--- config.mk ---
export PLATFORM = sky130hd
export DESIGN_NAME = ysyx_22050612_ifu
export DESIGN_NICKNAME = d
export VERILOG_FILES = /design/src/rtl/ysyx_22050612_ifu.sv
export SDC_FILE = /design/constraint.sdc
export NUM_CORES = 1
export LEC_CHECK = 0
export ABC_AREA = 1
export CAP_MARGIN = 0
export CORE_ASPECT_RATIO = 1.4
export CORE_MARGIN = 2
export CORE_UTILIZATION = 46
export DETAILED_ROUTE_END_ITERATION = 16
export PLACE_DENSITY = 0.81
export RECOVER_POWER = 100
export SLEW_MARGIN = 30
export SYNTH_ARGS = -nofsm -noshare
export SYNTH_HDL_FRONTEND = slang
export SYNTH_SLANG_ARGS = --single-unit
export TNS_END_PERCENT = 100
--- constraint.sdc ---
create_clock -name clk -period 10.3 [get_ports clk]
set_input_delay 2.06 -clock clk [delete_from_list [all_inputs] [get_ports clk]]
set_output_delay 2.06 -clock clk [all_outputs]
set_load 0.005 [all_outputs]
--- src/rtl/ysyx_22050612_ifu.sv ---
// rtl/ysyx_22050612_ifu.sv - non-speculative instruction fetch unit for the multi-cycle RV64 core
//
// Purpose: holds the architectural PC, issues one instruction-memory request
// per instruction, extracts the 32-bit word from the 64-bit beat and hands it
// downstream with its PC. The next fetch begins only after execute commits
// the next PC.
//
// Ports:
//   clk, rst            clock; asynchronous active-high reset
//   imem_req_*          fetch request (valid/ready, 8-byte-aligned address)
//   imem_resp_*         read response (single-cycle valid pulse, data, error)
//   inst_valid/ready    instruction handshake to decode/execute
//   inst, inst_pc       instruction word and its PC
//   commit_valid/dnpc   retire pulse with the next PC from execute
//   fetch_err           sticky fault flag (access fault or misaligned dnpc)
//   fetch_count         number of instructions accepted downstream
module ysyx_22050612_ifu #(
  parameter logic [63:0] RESET_PC = 64'h8000_0000,
  parameter int          CNT_W    = 64
) (
  input  logic             clk,
  input  logic             rst,
  output logic             imem_req_valid,
  input  logic             imem_req_ready,
  output logic [63:0]      imem_req_addr,
  input  logic             imem_resp_valid,
  input  logic [63:0]      imem_resp_data,
  input  logic             imem_resp_err,
  output logic             inst_valid,
  input  logic             inst_ready,
  output logic [31:0]      inst,
  output logic [63:0]      inst_pc,
  input  logic             commit_valid,
  input  logic [63:0]      commit_dnpc,
  output logic             fetch_err,
  output logic [CNT_W-1:0] fetch_count
);

  typedef enum logic [2:0] {
    S_REQ         = 3'd0,
    S_WAIT_RESP   = 3'd1,
    S_HOLD        = 3'd2,
    S_WAIT_COMMIT = 3'd3,
    S_ERR         = 3'd4
  } state_e;

  state_e           state_q, state_d;
  logic [63:0]      pc_q, pc_d;
  logic [31:0]      inst_q, inst_d;
  logic [63:0]      inst_pc_q, inst_pc_d;
  logic [CNT_W-1:0] cnt_q, cnt_d;

  always_ff @(posedge clk or posedge rst) begin
    if (rst) begin
      state_q   <= S_REQ;
      pc_q      <= RESET_PC;
      inst_q    <= 32'd0;
      inst_pc_q <= 64'd0;
      cnt_q     <= '0;
    end else begin
      state_q   <= state_d;
      pc_q      <= pc_d;
      inst_q    <= inst_d;
      inst_pc_q <= inst_pc_d;
      cnt_q     <= cnt_d;
    end
  end

  always_comb begin
    state_d   = state_q;
    pc_d      = pc_q;
    inst_d    = inst_q;
    inst_pc_d = inst_pc_q;
    cnt_d     = cnt_q;
    case (state_q)
      S_REQ: begin
        // The request is always valid here, so ready alone completes it.
        if (imem_req_ready) state_d = S_WAIT_RESP;
      end
      S_WAIT_RESP: begin
        if (imem_resp_valid) begin
          if (imem_resp_err) begin
            state_d = S_ERR;
          end else begin
            // pc[2] picks which half of the aligned 8-byte beat holds the word.
            inst_d    = pc_q[2] ? imem_resp_data[63:32] : imem_resp_data[31:0];
            inst_pc_d = pc_q;
            state_d   = S_HOLD;
          end
        end
      end
      S_HOLD: begin
        if (inst_ready) begin
          cnt_d   = cnt_q + {{(CNT_W-1){1'b0}}, 1'b1};
          state_d = S_WAIT_COMMIT;
        end
      end
      S_WAIT_COMMIT: begin
        if (commit_valid) begin
          pc_d    = commit_dnpc;
          state_d = (commit_dnpc[1:0] != 2'b00) ? S_ERR : S_REQ;
        end
      end
      S_ERR: begin
        state_d = S_ERR;
      end
      default: begin
        state_d = S_ERR;
      end
    endcase
  end

  // Every output is a decode of registered state; no input reaches an output
  // combinationally.
  assign imem_req_valid = (state_q == S_REQ);
  assign imem_req_addr  = {pc_q[63:3], 3'b000};
  assign inst_valid     = (state_q == S_HOLD);
  assign inst           = inst_q;
  assign inst_pc        = inst_pc_q;
  assign fetch_err      = (state_q == S_ERR);
  assign fetch_count    = cnt_q;

endmodule

* Word level (Yosys, flattened, before mapping)
Cells that the tools add are included.
Word-level totals: register bits 227, bits of input ports 135, output and inout port bits 227, logic and storage cells 29
Cells by class: add/sub/neg operators 1, equal/unequal tests 8, multiplexer cells 8, bitwise operators 1, reduce and logical (&&, ||, !) cells 6
Operators by type and width (number):
- $add 64x1->64 const B | 1
- $mux 32 | 1
- $mux 3 | 6
- $pmux 3 s4 | 1
- $eq 3x2->1 const B | 2
- $ne 2x1->1 const B | 2
- $ne 2x2->1 const B | 2
- $reduce_and 2->1 | 2
- $reduce_and 4->1 | 1
- $eq 3x1->1 const B | 1
- $eq 3x3->1 const B | 1
- $logic_not 3->1 | 1
- $reduce_and 3->1 | 1
- $reduce_bool 2->1 | 1
- $not 1->1 | 1

* Depth between registers and ports, before layout
depth after elaboration 4, gate-level depth with buffers 10, mapped depth without buffers 10

* Worst setup path after synthesis
No wires, ideal clock.
path type input-to-reg, start in commit_valid, end reg pc_q[20], library setup time 125 ps, data arrival time 2849 ps, required time 10175 ps, setup slack 7326 ps, stages 4, buffers on the path 2, path through nand2_1 buf_2 buf_2 mux2_2
On the way: word-level cells in the longest chain between the ends 1
Ends and longest elaborated chain:
- start: declaration | line 33 | input logic commit_valid,
- $reduce_and 2->1 (no line)
- end signal: assignment | line 62 | pc_q <= pc_d;
- end: declaration | line 48 | logic [63:0] pc_q, pc_d;
No other way between the ends. A chain may end at the register's enable or synchronous reset.

==> run_results.csv <==
group,metric,value,unit
sta,slew_headroom,-1.695,
cts,htree_num_levels,1,
synth,netlist-cell-type-count,31,
min_path,hp-class,"flop to flop",
setup_path,cpLargestDelayFamily,"buffers and inverters",
drt,drt_wl_total,36820,um
placed_design,gp_congestion,1.018,
setup_path,start_kind,"primary input",
sta,period_needed,6636,ps
placed_design,dp_hpwl,27620,um
setup_path,worstPathArrival,6310,ps
cts,holdBufCountCts,0,
status,violations,"max-capacitance violations, max-slew violations",
cts,clock_sinks,227,
sta,fmax,150.7,MHz
floorplan,die_h,184.4,um
global_route,antenna_found_initial,2,
global_route,grt_pass1_wl,55900,um
synth,avgSynthCellArea,8.512,um^2
sta,rsz0062_at_grt,"false",
synth,syn_area,10690,um^2
setup_path,worstSetupPathType,"primary input to async pin",
cts,clkSlewWorstSetupHoldPaths,60,ps
setup_path,startpoint,"rst",
placed_design,dpl.cell_count,1824,
setup_path,r2r_setup_slack,5120,ps
finish,final_cells,1870,
cts,numCtsBuffers,24,
sta,finalHoldViolCount,0,
global_route,grt-ovfl-total,0,
min_path,hold_start,"pc_q[0]",
sta,setup_viol,0,
flow_run,maxCapViolations,3,
global_route,track_usage,0.2979,
status,status,"complete, but fails checks",
setup_path,max_stage_delay,2900,ps
floorplan,num_rows,66,
setup_path,crit_slowest_cell,"clkbuf_1",
sta,fin_setup_tns,0,ps
finish,layout_common_cells,"nand2_1 (446), dlygate4sd3_1 (227), dfrtp_1 (226)",
finish,seq_area,5682,um^2
floorplan,ios,362,
finish,area_growth,38.71,%
cts,cts_tree,"built",
finish,multi_input_area,4013,um^2
global_route,grt_pass1_vias,9698,
setup_path,cp_num_buf_inv,3,
setup_path,path_cells,"dlygate4sd3_1 > inv_12 > clkbuf_1",
synth,ys_seq_area_frac,0.5314,
cts,clockBufferDepth,3,
synth,syn_inst,1256,
cts,cts_root_buf,"clkbuf_16",
finish,layout.nets,1680,
setup_path,worstPathRequired,9980,ps
drt,drtPass1Iterations,5,
drt,vias,9617,
power,power.density,127.3,nW/um^2
placed_design,io_buffer_count,358,
sta,tightest_slew,4042,ps
setup_path,reg2reg_from,"state_q[1]",
floorplan,dieArea,24490,um^2
finish,layout_commonest_cell,"nand2_1",
drt,route.detailed.wl_per_inst,19.69,um
drt,viasPerCell,5.143,
setup_path,critPathMaxFanout,153,
finish,final_layout_size_suffix_gt1_frac,0.05762,
setup_path,crit_path_end_kind,"async pin",
power,irDropWorstVdd,0.0001181,V
synth,synth_warnings,0,
power,power_leakage,0.007568,uW
sta,maxSlewViolCount,238,
cts,post-cts-setup-buffers,0,
floorplan,core_area,23040,um^2
sta,fin_worst_skew,12.62,ps
cts,clock_latency,510,ps
floorplan,fp.dieW,132.8,um
drt,drc,0,
sta,period_share,0.6443,
cts,post_cts_resized,0,
drt,antenna_left,0,
global_route,grt_max_degree,154,
synth,synth-seq-cells,227,
drt,drt_iter0_drc,581,
floorplan,start_util,0.4640,
finish,fill_cells,1871,
cells by family after synthesis:
group | Yosys count | share of synthesized area
DFF | 227 | 0.5314
xor gates and xnor gates | 28 | 0.02294
muxes | 45 | 0.04740
adders and majority gates | 1 | 0.001170
AOI/OAI and AO/OA | 86 | 0.04447
and+or+nand+nor | 687 | 0.2632
buffers and inverters | 181 | 0.08906
other | 1 | 0.0003507
registers in the layout (all words and copies together), names as in the netlist:
signal,count
inst_pc,64
pc_q,64
inst,32
state_q,3
fetch_count,64
where the power goes:
| group | total [uW] | switching [uW] | internal [uW] |
|---|---|---|---|
| registers | 892 | 0 | 892 |
| clock network | 921 | 361 | 560 |
| logic | 74.7 | 29.0 | 45.8 |
| total | 1890 | 390 | 1500 |
area by class of cell:
type,count,area share
diodes,2,0.0003375
inverters,79,0.02092
flip-flops and latches,227,0.3831
repair buffers,362,0.2431
multi-input cells,850,0.2706
clock inverters,10,0.01029
well taps,306,0.02582
clock buffers,34,0.04581
metrics by stage:
stage / util / hold WS, ps / total power, uW / instance area [um^2] / setup WS (ps)
2_1_floorplan: - / 442.2 / 926.0 / 10700 / 2022
3_3_place_gp: 0.6101 / 449.7 / 982.5 / 14060 / 5389
3_5_place_dp: 0.6103 / 452.4 / 983.5 / 14060 / 5272
4_1_cts: 0.6464 / 468.0 / 1902 / 14890 / 5736
5_1_grt: 0.6437 / 491.9 / 1946 / 14830 / 2789
6_report: 0.6437 / 466.8 / 1887 / 14830 / 3664
worst register-to-register path, cell delays in order (launching register included):
cell and delay [ps]:
dfrtp_1 470, nor3_4 290, nand3_1 110, buf_4 370, clkinvlp_2 920, clkbuf_1 2370, a31oi_1 330
final timing paths:
path	end	depth (start not counted)
max in group clk	inst[11]	8
setup / recovery	inst[31]	3
hold / removal	inst_pc[0]	2
hold reg to reg	inst_pc[0]	2
min in group asynchronous	pc_q[21]	2
setup reg to reg	inst[0]	6
cell usage after synthesis:
| cell | instances | area share |
|---|---|---|
| nand2_1 | 445 | 0.16 |
| dfrtp_1 | 226 | 0.53 |
| nor2_1 | 163 | 0.057 |
| inv_1 | 75 | 0.026 |
| buf_4 | 67 | 0.047 |
| mux2_2 | 45 | 0.047 |
| o21ai_0 | 34 | 0.016 |
| a31oi_1 | 32 | 0.019 |
| nand3b_1 | 22 | 0.015 |
| a21oi_1 | 18 | 0.0084 |
| clkbuf_1 | 18 | 0.0063 |
| buf_2 | 17 | 0.0080 |
| nand3_1 | 17 | 0.0080 |
| nand4_1 | 16 | 0.0094 |
| xor2_1 | 15 | 0.012 |
| xnor2_1 | 13 | 0.011 |
| and2_1 | 6 | 0.0035 |
| nor3_1 | 5 | 0.0023 |
| nor2_2 | 4 | 0.0023 |
| nor2_4 | 4 | 0.0042 |
| inv_2 | 3 | 0.0011 |
| nand3_2 | 2 | 0.0019 |
| a22oi_1 | 1 | 0.00070 |
| clkinv_1 | 1 | 0.00035 |
| conb_1 | 1 | 0.00035 |
| dfstp_2 | 1 | 0.0025 |
| ha_1 | 1 | 0.0012 |
| nand2_2 | 1 | 0.00059 |
| nor3_4 | 1 | 0.0015 |
| nor4_1 | 1 | 0.00059 |
| o21bai_1 | 1 | 0.00070 |
layer usage:
metal | part of all wire | GRT usage | vias up
met5 | 0 | 0 | -
met2 | 0.48 | 0.5080 | 429
met4 | 0.066 | 0.1776 | 0
met1 | 0.35 | 0.3196 | 4607
met3 | 0.10 | 0.1029 | 113
li1 | - | - | 4468
No activity file was read; power rests on OpenSTA's default activity.
